`config.mk`:
```
export PLATFORM = sky130hd
export DESIGN_NAME = regbank_host
export DESIGN_NICKNAME = d
export VERILOG_FILES = /design/src/rtl/regbank_pkg.sv /design/src/rtl/regbank_rd_delay.sv /design/src/rtl/regbank_host.sv
export SDC_FILE = /design/constraint.sdc
export NUM_CORES = 1
export LEC_CHECK = 0
export ABC_AREA = 1
export CORE_MARGIN = 2
export CORE_UTILIZATION = 50
export DETAILED_ROUTE_END_ITERATION = 10
export DONT_BUFFER_PORTS = 1
export PLACE_DENSITY_LB_ADDON = 0.05
export SYNTH_ARGS = -nofsm -noshare
export SYNTH_HDL_FRONTEND = slang
export SYNTH_SLANG_ARGS = --single-unit
export TNS_END_PERCENT = 20
```
`constraint.sdc`:
```
create_clock -name clk -period 1.6 [get_ports clk]
set_clock_uncertainty 0.1 [all_clocks]
set_input_delay 0.32 -clock clk [delete_from_list [all_inputs] [get_ports clk]]
set_output_delay 0.32 -clock clk [all_outputs]
set_load 0.005 [all_outputs]
```
`src/rtl/regbank_pkg.sv`:
```
// Shared definitions for the register bank host controller and its bank.
package regbank_pkg;

    // Default bank geometry, shared with the register bank instance
    localparam int DEF_ADDR_W   = 4;
    localparam int DEF_DATA_W   = 16;
    localparam int DEF_READ_LAT = 1;

    // Value written to every register by the bulk-clear sequence
    localparam int INIT_VALUE = 0;

    // Host controller states
    typedef enum logic [2:0] {
        IDLE,
        INIT,
        WR,
        RD,
        WAIT,
        RESP
    } state_t;

    // Number of registers in a bank with the given address width
    function automatic int num_regs(input int addr_w);
        return 1 << addr_w;
    endfunction

endpackage

```
`src/rtl/regbank_rd_delay.sv`:
```
// Read-latency tracker: delays the bank read strobe by LAT edges so the host
// knows exactly when bank_data_out carries the requested word.
module regbank_rd_delay
    import regbank_pkg::*;
#(
    parameter int LAT = DEF_READ_LAT
) (
    input  logic clk,
    input  logic rst_n,
    input  logic strobe,
    output logic capture
);

    logic [LAT-1:0] valid_pipe;

    // Shift the strobe through LAT stages; the oldest stage marks the capture cycle
    always_ff @(posedge clk or negedge rst_n) begin
        if (!rst_n) begin
            valid_pipe <= '0;
        end else begin
            valid_pipe <= LAT'({valid_pipe, strobe});
        end
    end

    assign capture = valid_pipe[LAT-1];

endmodule

```
`src/rtl/regbank_host.sv`:
```
// Command-side controller for the register bank: accepts single read/write
// commands, sequences the bank strobes, returns one response per command and
// runs a bulk-clear sequence on request.
module regbank_host
    import regbank_pkg::*;
#(
    parameter int ADDR_W   = DEF_ADDR_W,
    parameter int DATA_W   = DEF_DATA_W,
    parameter int READ_LAT = DEF_READ_LAT
) (
    input  logic              clk,
    input  logic              rst_n,
    input  logic              cmd_valid,
    output logic              cmd_ready,
    input  logic              cmd_write,
    input  logic [ADDR_W-1:0] cmd_addr,
    input  logic [DATA_W-1:0] cmd_wdata,
    output logic              rsp_valid,
    input  logic              rsp_ready,
    output logic              rsp_write,
    output logic [DATA_W-1:0] rsp_rdata,
    input  logic              init_req,
    output logic              init_busy,
    output logic              bank_write_en,
    output logic              bank_read_en,
    output logic [ADDR_W-1:0] bank_addr,
    output logic [DATA_W-1:0] bank_data_in,
    input  logic [DATA_W-1:0] bank_data_out
);

    localparam logic [ADDR_W-1:0] LAST_ADDR = ADDR_W'(num_regs(ADDR_W) - 1);
    localparam logic [DATA_W-1:0] CLEAR_DATA = DATA_W'(INIT_VALUE);

    state_t state;
    logic   init_pending;
    logic   capture;
    logic   init_seen;

    // A request counts as soon as it is visible, even before it is latched
    assign init_seen = init_pending | init_req;

    regbank_rd_delay #(
        .LAT(READ_LAT)
    ) u_rd_delay (
        .clk    (clk),
        .rst_n  (rst_n),
        .strobe (bank_read_en),
        .capture(capture)
    );

    // Main controller: state, pending init flag, bank strobes and response payload
    always_ff @(posedge clk or negedge rst_n) begin
        if (!rst_n) begin
            state         <= IDLE;
            init_pending  <= 1'b0;
            cmd_ready     <= 1'b0;
            rsp_valid     <= 1'b0;
            rsp_write     <= 1'b0;
            rsp_rdata     <= '0;
            init_busy     <= 1'b0;
            bank_write_en <= 1'b0;
            bank_read_en  <= 1'b0;
            bank_addr     <= '0;
            bank_data_in  <= '0;
        end else begin
            case (state)
                IDLE: begin
                    if (init_pending) begin
                        // Clear starts at address 0 with the strobe already up
                        state         <= INIT;
                        init_pending  <= 1'b0;
                        init_busy     <= 1'b1;
                        cmd_ready     <= 1'b0;
                        bank_write_en <= 1'b1;
                        bank_addr     <= '0;
                        bank_data_in  <= CLEAR_DATA;
                    end else if (cmd_valid && cmd_ready) begin
                        // A request arriving with the command waits for its response
                        cmd_ready    <= 1'b0;
                        init_pending <= init_req;
                        bank_addr    <= cmd_addr;
                        if (cmd_write) begin
                            state         <= WR;
                            bank_write_en <= 1'b1;
                            bank_data_in  <= cmd_wdata;
                        end else begin
                            state        <= RD;
                            bank_read_en <= 1'b1;
                        end
                    end else begin
                        init_pending <= init_req;
                        cmd_ready    <= !init_req;
                    end
                end

                WR: begin
                    state         <= RESP;
                    bank_write_en <= 1'b0;
                    rsp_valid     <= 1'b1;
                    rsp_write     <= 1'b1;
                    rsp_rdata     <= '0;
                    init_pending  <= init_seen;
                end

                RD: begin
                    state        <= WAIT;
                    bank_read_en <= 1'b0;
                    init_pending <= init_seen;
                end

                WAIT: begin
                    init_pending <= init_seen;
                    if (capture) begin
                        state     <= RESP;
                        rsp_valid <= 1'b1;
                        rsp_write <= 1'b0;
                        rsp_rdata <= bank_data_out;
                    end
                end

                RESP: begin
                    init_pending <= init_seen;
                    if (rsp_ready) begin
                        // Pending clear blocks new commands right from the handshake
                        state     <= IDLE;
                        rsp_valid <= 1'b0;
                        cmd_ready <= !init_seen;
                    end
                end

                INIT: begin
                    if (bank_addr == LAST_ADDR) begin
                        state         <= IDLE;
                        init_busy     <= 1'b0;
                        bank_write_en <= 1'b0;
                        cmd_ready     <= 1'b1;
                    end else begin
                        bank_addr <= bank_addr + 1'b1;
                    end
                end

                default: begin
                    state <= IDLE;
                end
            endcase
        end
    end

endmodule

```
==> results of run 1 <==
[cells by family after synthesis]
family / Yosys count
compound gates: 28
fa+ha+maj: 1
buf+inv: 24
flops: 47
simple gates: 163
[how the worst max path moves through the flow]
stage	startpoint	cells past startpoint	slack, ns	end
final	state[2]	6	0.12	cmd_ready
after detailed placement	state[1]	6	0.1	bank_data_in[3]
after floorplan	state[1]	7	0.20	rsp_rdata[10]
after global routing	cmd_ready	7	0.02	bank_addr[1]
after CTS	state[1]	6	0.08	bank_data_in[3]
after global placement	state[1]	6	0.14	bank_data_in[6]
[metal layers]
layer	wire length, microns	global-route usage	vias up
met3	385	0.0664	5
li1	-	-	863
met4	56	0.0833	0
met5	0	0	-
met1	1990	0.259	784
met2	2130	0.312	65
[flip-flops by register name (all words and copies together) (netlist names)]
signal	flops
bank_data_in	16
rsp_rdata	16
bank_addr	4
state	3
bank_read_en	1
bank_write_en	1
cmd_ready	1
init_busy	1
init_pending	1
rsp_valid	1
rsp_write	1
u_rd_delay.capture	1
[layout make-up]
type,count,area [sq um],share of cell area
Clock buffer,5,68.8,0.0286
Sequential cell,47,1180,0.488
Timing Repair Buffer,10,97.6,0.0405
Multi-Input combinational cell,192,911,0.378
Inverter,14,52.6,0.0218
Clock inverter,2,37.5,0.0156
Tap cell,52,65.1,0.0270
[cell usage in the layout, fill, tap and decap left out, drive strengths merged, types with 2 or more instances in the layout]
cell and n:
nand2 88, dfrtp 47, nand3 47, nor2 25, o21ai 19, inv 14, buf 9, a21oi 6
clkbuf 5, or2 2
[power breakdown]
group | total, mW | switching (mW) | internal (mW)
combinational | 1.82 | 1.16 | 0.666
clock | 0.850 | 0.393 | 0.457
sequential | 2.17 | 0.460 | 1.71
total | 4.84 | 2.01 | 2.83
[timing repair]
| item | in CTS | in global routing |
|---|---|---|
| endpoints found under the hold margin | 47 | 0 |
| resized for setup | 0 | 2 |
| endpoints found under the setup margin | 0 | 16 |
| hold buffers | 2 | 0 |
[worst max-delay path, delay by kind of cell (launching register included)]
| family | cells | cell delay [ns] |
|---|---|---|
| buf+inv | 1 | 0.16 |
| flops | 1 | 0.45 |
| simple gates | 5 | 0.67 |
==> run metrics, run 1 <==
status=complete, no violations; nets=313; fill count=between 400 and 500; Clk pin slew, worst setup/hold paths=0.09 ns; I/O pin cnt=84; Worst Tran Pin Value=0.368 ns; FP Rows=24; Adder-Cell Fraction of Synth Area=0.00574; Post-Syn Area=around 0.0022 sq mm; Slowest-stage cell, CP=dfrtp_1; simple-gate area share of the yosys netlist=0.338; post-synthesis mux area share=0; Synth async-reset ratio=1.00; top cell type's share of synthesized area=0.540; P_leak=between 1 and 1.5 nW; Slew Limit Headroom=0.754; post-route ant nets=0; Crit Path Max Fanout=6; synth warn=0; Max Cap Viol=0; Core Area=~0.0043 sq mm; die height=70.0 microns; WHS Path Cells=2; CTS Buf Count=5; Final Util=0.565; Yosys reg bits=47; crit path DAT=1.57 ns; top area cells in the synthesized netlist=dfrtp_1 (54%), nand2_1 (14%), nand3_1 (11%), o21ai_1 (3.7%), nor2_1 (3.3%); Post-Layout Cell Count=~320; dpl cells=313; worst r2r src=state[2]; Worst Hold Path EP=rsp_rdata[13]; CTS Buffer Depth=2; worst slack, placed=between 0.09 and 0.1 ns; Routed WL per cell=14.2 microns; Synth Area in XOR/XNOR=0; max-slew violations=0; cell taking the most area after synthesis=dfrtp_1; CP cell instances=inv_2 > nand3_2 > nor2_1 > nor2_2 > nand3_1 > nand2_1; worst skew pair latency=0.30 ns; antenna violations before repair=0; VDD IR max=0.855 mV; routed wire length=4560 microns; global-route wire length before repair=slightly below 8000 microns; Reg2Reg Depth=6; Top FF cell, synth=dfrtp_1; count leader, synth=nand2_1; dpl cell area=0.00225 sq mm; Worst Path Required=1.70 ns; maximum number of pins on one net before global-route repair=48; crit end category=flip-flop; Fin. Hold Viols=0; first-pass detailed-route iteration total=4; Die Area=approximately 0.0049 sq mm; initial core utilization=0.511; via count=1717; unrepaired setup endpoints after global routing=false; Hold WC Path Type=input port to flip-flop; Fin Setup TNS=0 ns; DR DRC count=0; CP peak stage delay=0.45 ns; Post-CTS Setup Bufs=0; period utilisation layout=0.923; Fmax achieved=0.677 GHz; post-synthesis sequential area ratio=0.540; Post-Syn Area per Cell=8.28 sq um; Final Hold Slack=0.0497 ns; min-delay src=bank_data_out[13]; Synth Area in Compound Gates=0.0684; global route overflow=0; Reg2Reg Capture Point=cmd_ready; R2R Setup Slk=0.12 ns; GRT Util Overall=0.201; Post-Syn Nets=306; post-route worst setup slack=0.124 ns; Distinct cells, synth=25; Pwr Total=4.84 mW; GPL Wtd Cong=between 0.9 and 1; Post-synth top cells=nand2_1 (83), dfrtp_1 (47), nand3_1 (46); Setup Viol. Count Final=0; port bufs=0; vias in the first global route=roughly 1600; Synth-to-Final Area Change=10.6%; ant diodes=0; CTS tree=yes; number of synthesized flops with an enable pin=0; share of layout cells above drive strength 1=0.133; Root Buffer=clkbuf_8; crit path launch type=flip-flop; Initial DRC Count=roughly 140; post-route cell area=0.00241 sq mm; HPWL reported at the end of detailed placement=3230 microns; H-Tree Depth=2; Die Wd=70.0 microns; kind of critical path=flip-flop to flip-flop; Clock Sinks=47; Power Dens Cells=around 2000 mW/mm^2; via-per-instance ratio=5.33; fin crit period=1.48 ns; cells after synthesis=roughly 260; combinational family with the most area after synthesis=simple AND/OR/NAND/NOR gates
No activity file was read; power rests on OpenSTA's default activity.
==> inputs of run 2 (changes only) <==
- CORE_MARGIN: 2 -> unset
- GPL_TIMING_DRIVEN: unset -> 0
==> run metrics, run 2 (same netlist as run 1, synthesis figures left out) <==
initial core utilization=0.533 (+0.0222); most frequent CP cell=nand2_4; Initial DRC Count=55 (-59%); via count=1788 (+4.1%); global-route wire length before repair=7080 microns (-8.6%); Slew Limit Headroom=0.668 (-0.0857); global route overflow=0 (unchanged); post-route worst setup slack=0.119 ns (-0.00463 ns); crit path DAT=1.62 ns (+0.05 ns); Worst Path Required=1.74 ns (+0.04 ns); Clk pin slew, worst setup/hold paths=0.10 ns (about the same); period utilisation layout=0.926 (+0.00289); Core Area=0.00409 sq mm (-4.2%); Final Hold Slack=0.0448 ns (-0.00487 ns); crit end category=flip-flop; Die Wd=68.0 microns (-2.9%); most common cell after layout, fill and taps aside=nand2_1; Fmax achieved=0.675 GHz (-0.31%); max-slew violations=0 (unchanged); Synth-to-Final Area Change=10.6% (unchanged); Setup Viol. Count Final=0 (unchanged); CTS Buf Count=5 (unchanged); worst skew pair latency=0.30 ns (about the same); Die Area=0.00462 sq mm (-5.6%); share of layout cells above drive strength 1=0.154 (+0.0205); Crit Path Max Fanout=10 (+4); Worst Hold Path EP=bank_data_in[6]; P_leak=1.25 nW (-0.36%); Routed WL per cell=14.5 microns (+2.1%); Reg2Reg Depth=6 (unchanged); CTS Buffer Depth=2 (unchanged); vias in the first global route=1590 (-0.56%); WHS Path Cells=2 (unchanged); nets=315 (+0.64%); fin crit period=1.48 ns (+0.00463 ns); Worst Tran Pin Value=0.498 ns (+0.130 ns); GPL Wtd Cong=0.823 (-13%); Hold WC Path Type=input port to flip-flop; antenna violations before repair=0 (unchanged); ant diodes=0 (unchanged); CTS tree=yes; crit path launch type=flip-flop; die height=68.0 microns (-2.9%); first-pass detailed-route iteration total=4 (unchanged); FP Rows=23 (-4.2%); Final Util=0.589 (+0.0246); CP peak stage delay=0.48 ns (+0.03 ns); worst r2r src=state[0]; Root Buffer=clkbuf_8; worst slack, placed=-0.00217 ns (-0.0973 ns); I/O pin cnt=84 (unchanged); port bufs=0 (unchanged); Pwr Total=4.85 mW (+0.18%); Reg2Reg Capture Point=bank_data_in[8]; Power Dens Cells=2010 mW/mm^2 (+0.18%); DR DRC count=0 (unchanged); R2R Setup Slk=0.12 ns (about the same); fill count=393 (-5.3%); HPWL reported at the end of detailed placement=3320 microns (+2.7%); via-per-instance ratio=5.54 (+3.8%); min-delay src=cmd_wdata[6]; Fin Setup TNS=0 ns (unchanged); maximum number of pins on one net before global-route repair=48 (unchanged); routed wire length=4670 microns (+2.4%); CP cell instances=nor2_4 > nand2_4 > nor2_2 > nand2_4 > buf_2 > o21ai_1; unrepaired setup endpoints after global routing=false; post-route ant nets=0 (unchanged); H-Tree Depth=2 (unchanged); kind of critical path=flip-flop to flip-flop; Clock Sinks=47 (unchanged); status=complete, no violations; Largest regs=bank_data_in: 16 flops, rsp_rdata: 16 flops, bank_addr: 4 flops; Max Cap Viol=0 (unchanged); VDD IR max=0.852 mV (-0.31%); most frequent cells in the layout=nand2_1 (83), nand3_1 (46), dfrtp_1 (43); Slowest-stage cell, CP=dfrtp_2; Fin. Hold Viols=0 (unchanged); GRT Util Overall=0.206 (+0.00494)
-- run 2: changes by cell type in the layout (fill, tap and decap cells not counted), sizes merged --
cell | before | now
clkbuf | 5 | 8
buf | 9 | 8
clkinv | 0 | 1
-- run 2: worst max-delay path, delay by kind of cell, from the launching register on --
kind | cells | cell delay [ns]
AO/OA/AOI/OAI | 1 | 0.14
flip-flops | 1 | 0.48
buffers and inverters | 1 | 0.19
AND/OR/NAND/NOR | 4 | 0.50
-- run 2: how the worst max path moves through the flow --
stage | startpoint | end | depth (start not counted)
global placement | state[0] | rsp_rdata[12] | 7
floorplan | state[1] | rsp_rdata[10] | 7
detailed placement | state[1] | rsp_rdata[7] | 7
CTS | state[1] | rsp_rdata[7] | 7
global route | init_pending | bank_addr[0] | 7
finish | state[0] | bank_data_in[8] | 6
-- run 2: what timing repair did --
item                       CTS  global route
setup buffers                0             1
pin swaps                    0             1
hold buffers                 2             0
hold endpoints to repair    47             0
gates resized for setup      2             9
setup endpoints to repair   10            19
-- run 2: cell type report --
class	instances	area, sq um	area share
buffer	9	47.5	0.0197
clock buffer	5	68.8	0.0286
clock inverter	3	46.3	0.0192
inverter	14	57.6	0.0239
multi-input combinational	192	900	0.374
sequential	47	1180	0.490
tap	50	62.6	0.0260
timing repair buffer	3	45.0	0.0187
-- run 2: power breakdown --
group	internal, mW	leakage (nW)	switching, mW	total [mW]
Clock	0.471	0.0548	0.425	0.896
Sequential	1.71	0.599	0.473	2.19
Combinational	0.639	0.592	1.13	1.77
Total	2.82	1.25	2.03	4.85
-- run 2: per-layer routing --
layer | track usage | share of wire | up-vias
li1 | - | - | 873
met1 | 0.248 | 0.42 | 845
met2 | 0.346 | 0.49 | 65
met3 | 0.0533 | 0.080 | 5
met4 | 0.0859 | 0.012 | 0
met5 | 0 | 0 | -
-- run 2: through the flow --
stage / instances / area, sq um
final: 323 / 2410
after global routing: 323 / 2410
after CTS: 323 / 2400
after detailed placement: 313 / 2240
after global placement: 313 / 2240
after floorplan: 263 / 2180
==> inputs of run 3 (changes only) <==
- ABC_CLOCK_PERIOD_IN_PS: unset -> 1600
- CORE_UTILIZATION: 50 -> 40
- CTS_CLUSTER_DIAMETER: unset -> 80
==> run metrics, run 3 (same netlist as run 1, synthesis figures left out) <==
Die Wd=75.8 microns (+11%); Slowest-stage cell, CP=dfrtp_2; port bufs=0 (unchanged); Die Area=0.00574 sq mm (+24%); switching pwr=2.07 mW (+2.0%); Net Sw Frac=0.422 (+0.00428); clock power share=0.183 (-0.002); post-route worst setup slack=0.108 ns (-0.0109 ns); CP cell instances=ha_1 > nand3_1 > nand3_1 > nand2_1 > nand2_1 > nand2_1 > nand2_1; Clock Sinks=47 (unchanged); WHS Path Cells=2 (unchanged); crit end category=flip-flop; kind of critical path=flip-flop to flip-flop; worst slack, placed=0.0118 ns (+0.0140 ns); fin crit period=1.49 ns (+0.0109 ns); GRT Util Overall=0.174 (-0.0321); routed wire length=4940 microns (+5.7%); Worst Path Required=1.71 ns (-0.03 ns); Fin Setup TNS=0 ns (unchanged); post-route ant nets=0 (unchanged); Fin. Hold Viols=0 (unchanged); Fmax achieved=0.670 GHz (-0.73%); VDD IR max=0.707 mV (-17%); Worst Tran Pin Value=0.483 ns (-0.0148 ns); worst r2r src=bank_addr[0]; period utilisation layout=0.932 (+0.00681); crit path launch type=flip-flop; Slew Limit Headroom=0.678 (+0.00987); Power Dens Cells=2010 mW/mm^2 (-0.30%); CTS tree=yes; Flop pwr share=0.447 (-0.004); Max Cap Viol=0 (unchanged); maximum number of pins on one net before global-route repair=48 (unchanged); CP peak stage delay=0.46 ns (-0.02 ns); DR DRC count=0 (unchanged); Comb pwr share=0.370 (+0.006); first-pass detailed-route iteration total=4 (unchanged); most common cell after layout, fill and taps aside=nand2_1; Synth-to-Final Area Change=12.0%; Pwr Total=4.90 mW (+1.0%); Final Hold Slack=0.0449 ns (+0.0000629 ns); fill count=524 (+33%); FP Rows=26 (+13%); H-Tree Depth=2 (unchanged); HPWL reported at the end of detailed placement=3480 microns (+4.9%); initial core utilization=0.421 (-0.112); ant diodes=0 (unchanged); Clk pin slew, worst setup/hold paths=0.09 ns (about the same); GPL Wtd Cong=0.789 (-4.1%); Reg2Reg Depth=7 (+1); I/O pin cnt=84 (unchanged); via-per-instance ratio=5.17 (-6.6%); global route overflow=0 (unchanged); via count=1773 (-0.84%); Critical path origin=bank_addr[0]; CTS Buffer Depth=2 (unchanged); Core Area=0.00517 sq mm (+27%); min-delay src=cmd_wdata[2]; vias in the first global route=1542 (-3.0%); worst skew pair latency=0.31 ns (about the same); nets=315 (unchanged); Largest regs=bank_data_in: 16 flops, rsp_rdata: 16 flops, bank_addr: 4 flops; Crit Path Max Fanout=6 (-4); Initial DRC Count=56 (+1.8%); Routed WL per cell=14.4 microns (-0.49%); unrepaired setup endpoints after global routing=false; die height=75.8 microns (+11%); Root Buffer=clkbuf_8; Final Util=0.472 (-0.118); Hold WC Path Type=input port to flip-flop; share of layout cells above drive strength 1=0.158 (+0.00366); antenna violations before repair=0 (unchanged); most frequent cells in the layout=nand2_1 (83), nand3_1 (46), dfrtp_1 (42); global-route wire length before repair=7390 microns (+4.4%); most frequent CP cell=nand2_1; crit path DAT=1.60 ns (-0.02 ns); CTS Buf Count=5 (unchanged); max-slew violations=0 (unchanged); Pint=2.83 mW (+0.26%); Setup Viol. Count Final=0 (unchanged); status=complete, no violations; P_leak=1.25 nW (+0.24%)
## run 3: critical path: cells and delay by family, from the launching register on
family	cells	cell delay, ns
simple gates	6	0.59
flops	1	0.46
fa+ha+maj	1	0.24
## run 3: repair_timing
action	CTS	global route
hold buffers	2	0
setup buffers	0	1
setup endpoints to repair	2	26
pin swaps	0	1
gates resized for setup	2	11
endpoints found under the hold margin	47	0
## run 3: metrics by stage
stage	cell area, sq um	instances
2_1_floorplan	2180	263
3_3_place_gp	2270	333
3_5_place_dp	2270	333
4_1_cts	2420	343
5_1_grt	2440	343
6_report	2440	343
## run 3: cell type report
| cell class | instances | area, sq um | share of cell area |
|---|---|---|---|
| buffer | 9 | 47.5 | 0.0195 |
| inverter | 14 | 57.6 | 0.0236 |
| clock inverter | 3 | 43.8 | 0.0179 |
| clock buffer | 5 | 68.8 | 0.0282 |
| sequential | 47 | 1180 | 0.485 |
| timing repair buffer | 3 | 45.0 | 0.0185 |
| tap | 70 | 87.6 | 0.0359 |
| multi-input combinational | 192 | 907 | 0.372 |
## run 3: worst paths after layout
| kind | end | slack (ns) |
|---|---|---|
| min reg2reg | u_rd_delay.capture | 0.36 |
| min in group asynchronous | bank_addr[3] | 0.41 |
| max in group asynchronous | state[1] | 0.75 |
| max | bank_addr[3] | 0.11 |
| min | bank_data_in[2] | 0.04 |
| max reg2reg | bank_addr[3] | 0.11 |
## run 3: power by group through the flow
stage	registers [mW]	clock network (mW)	logic [mW]
6_report	2.19	0.896	1.81
5_1_grt	2.27	0.966	2.11
4_1_cts	2.19	0.911	1.80
3_5_place_dp	2.21	0	1.76
3_3_place_gp	2.21	0	1.72
2_1_floorplan	2.09	0	1.41
## run 3: per-layer routing
metal	global-route usage	vias to the layer above	routed length, microns
met4	0.0556	0	50
li1	-	876	-
met3	0.0556	5	375
met2	0.266	63	2230
met5	0	-	0
met1	0.233	829	2280
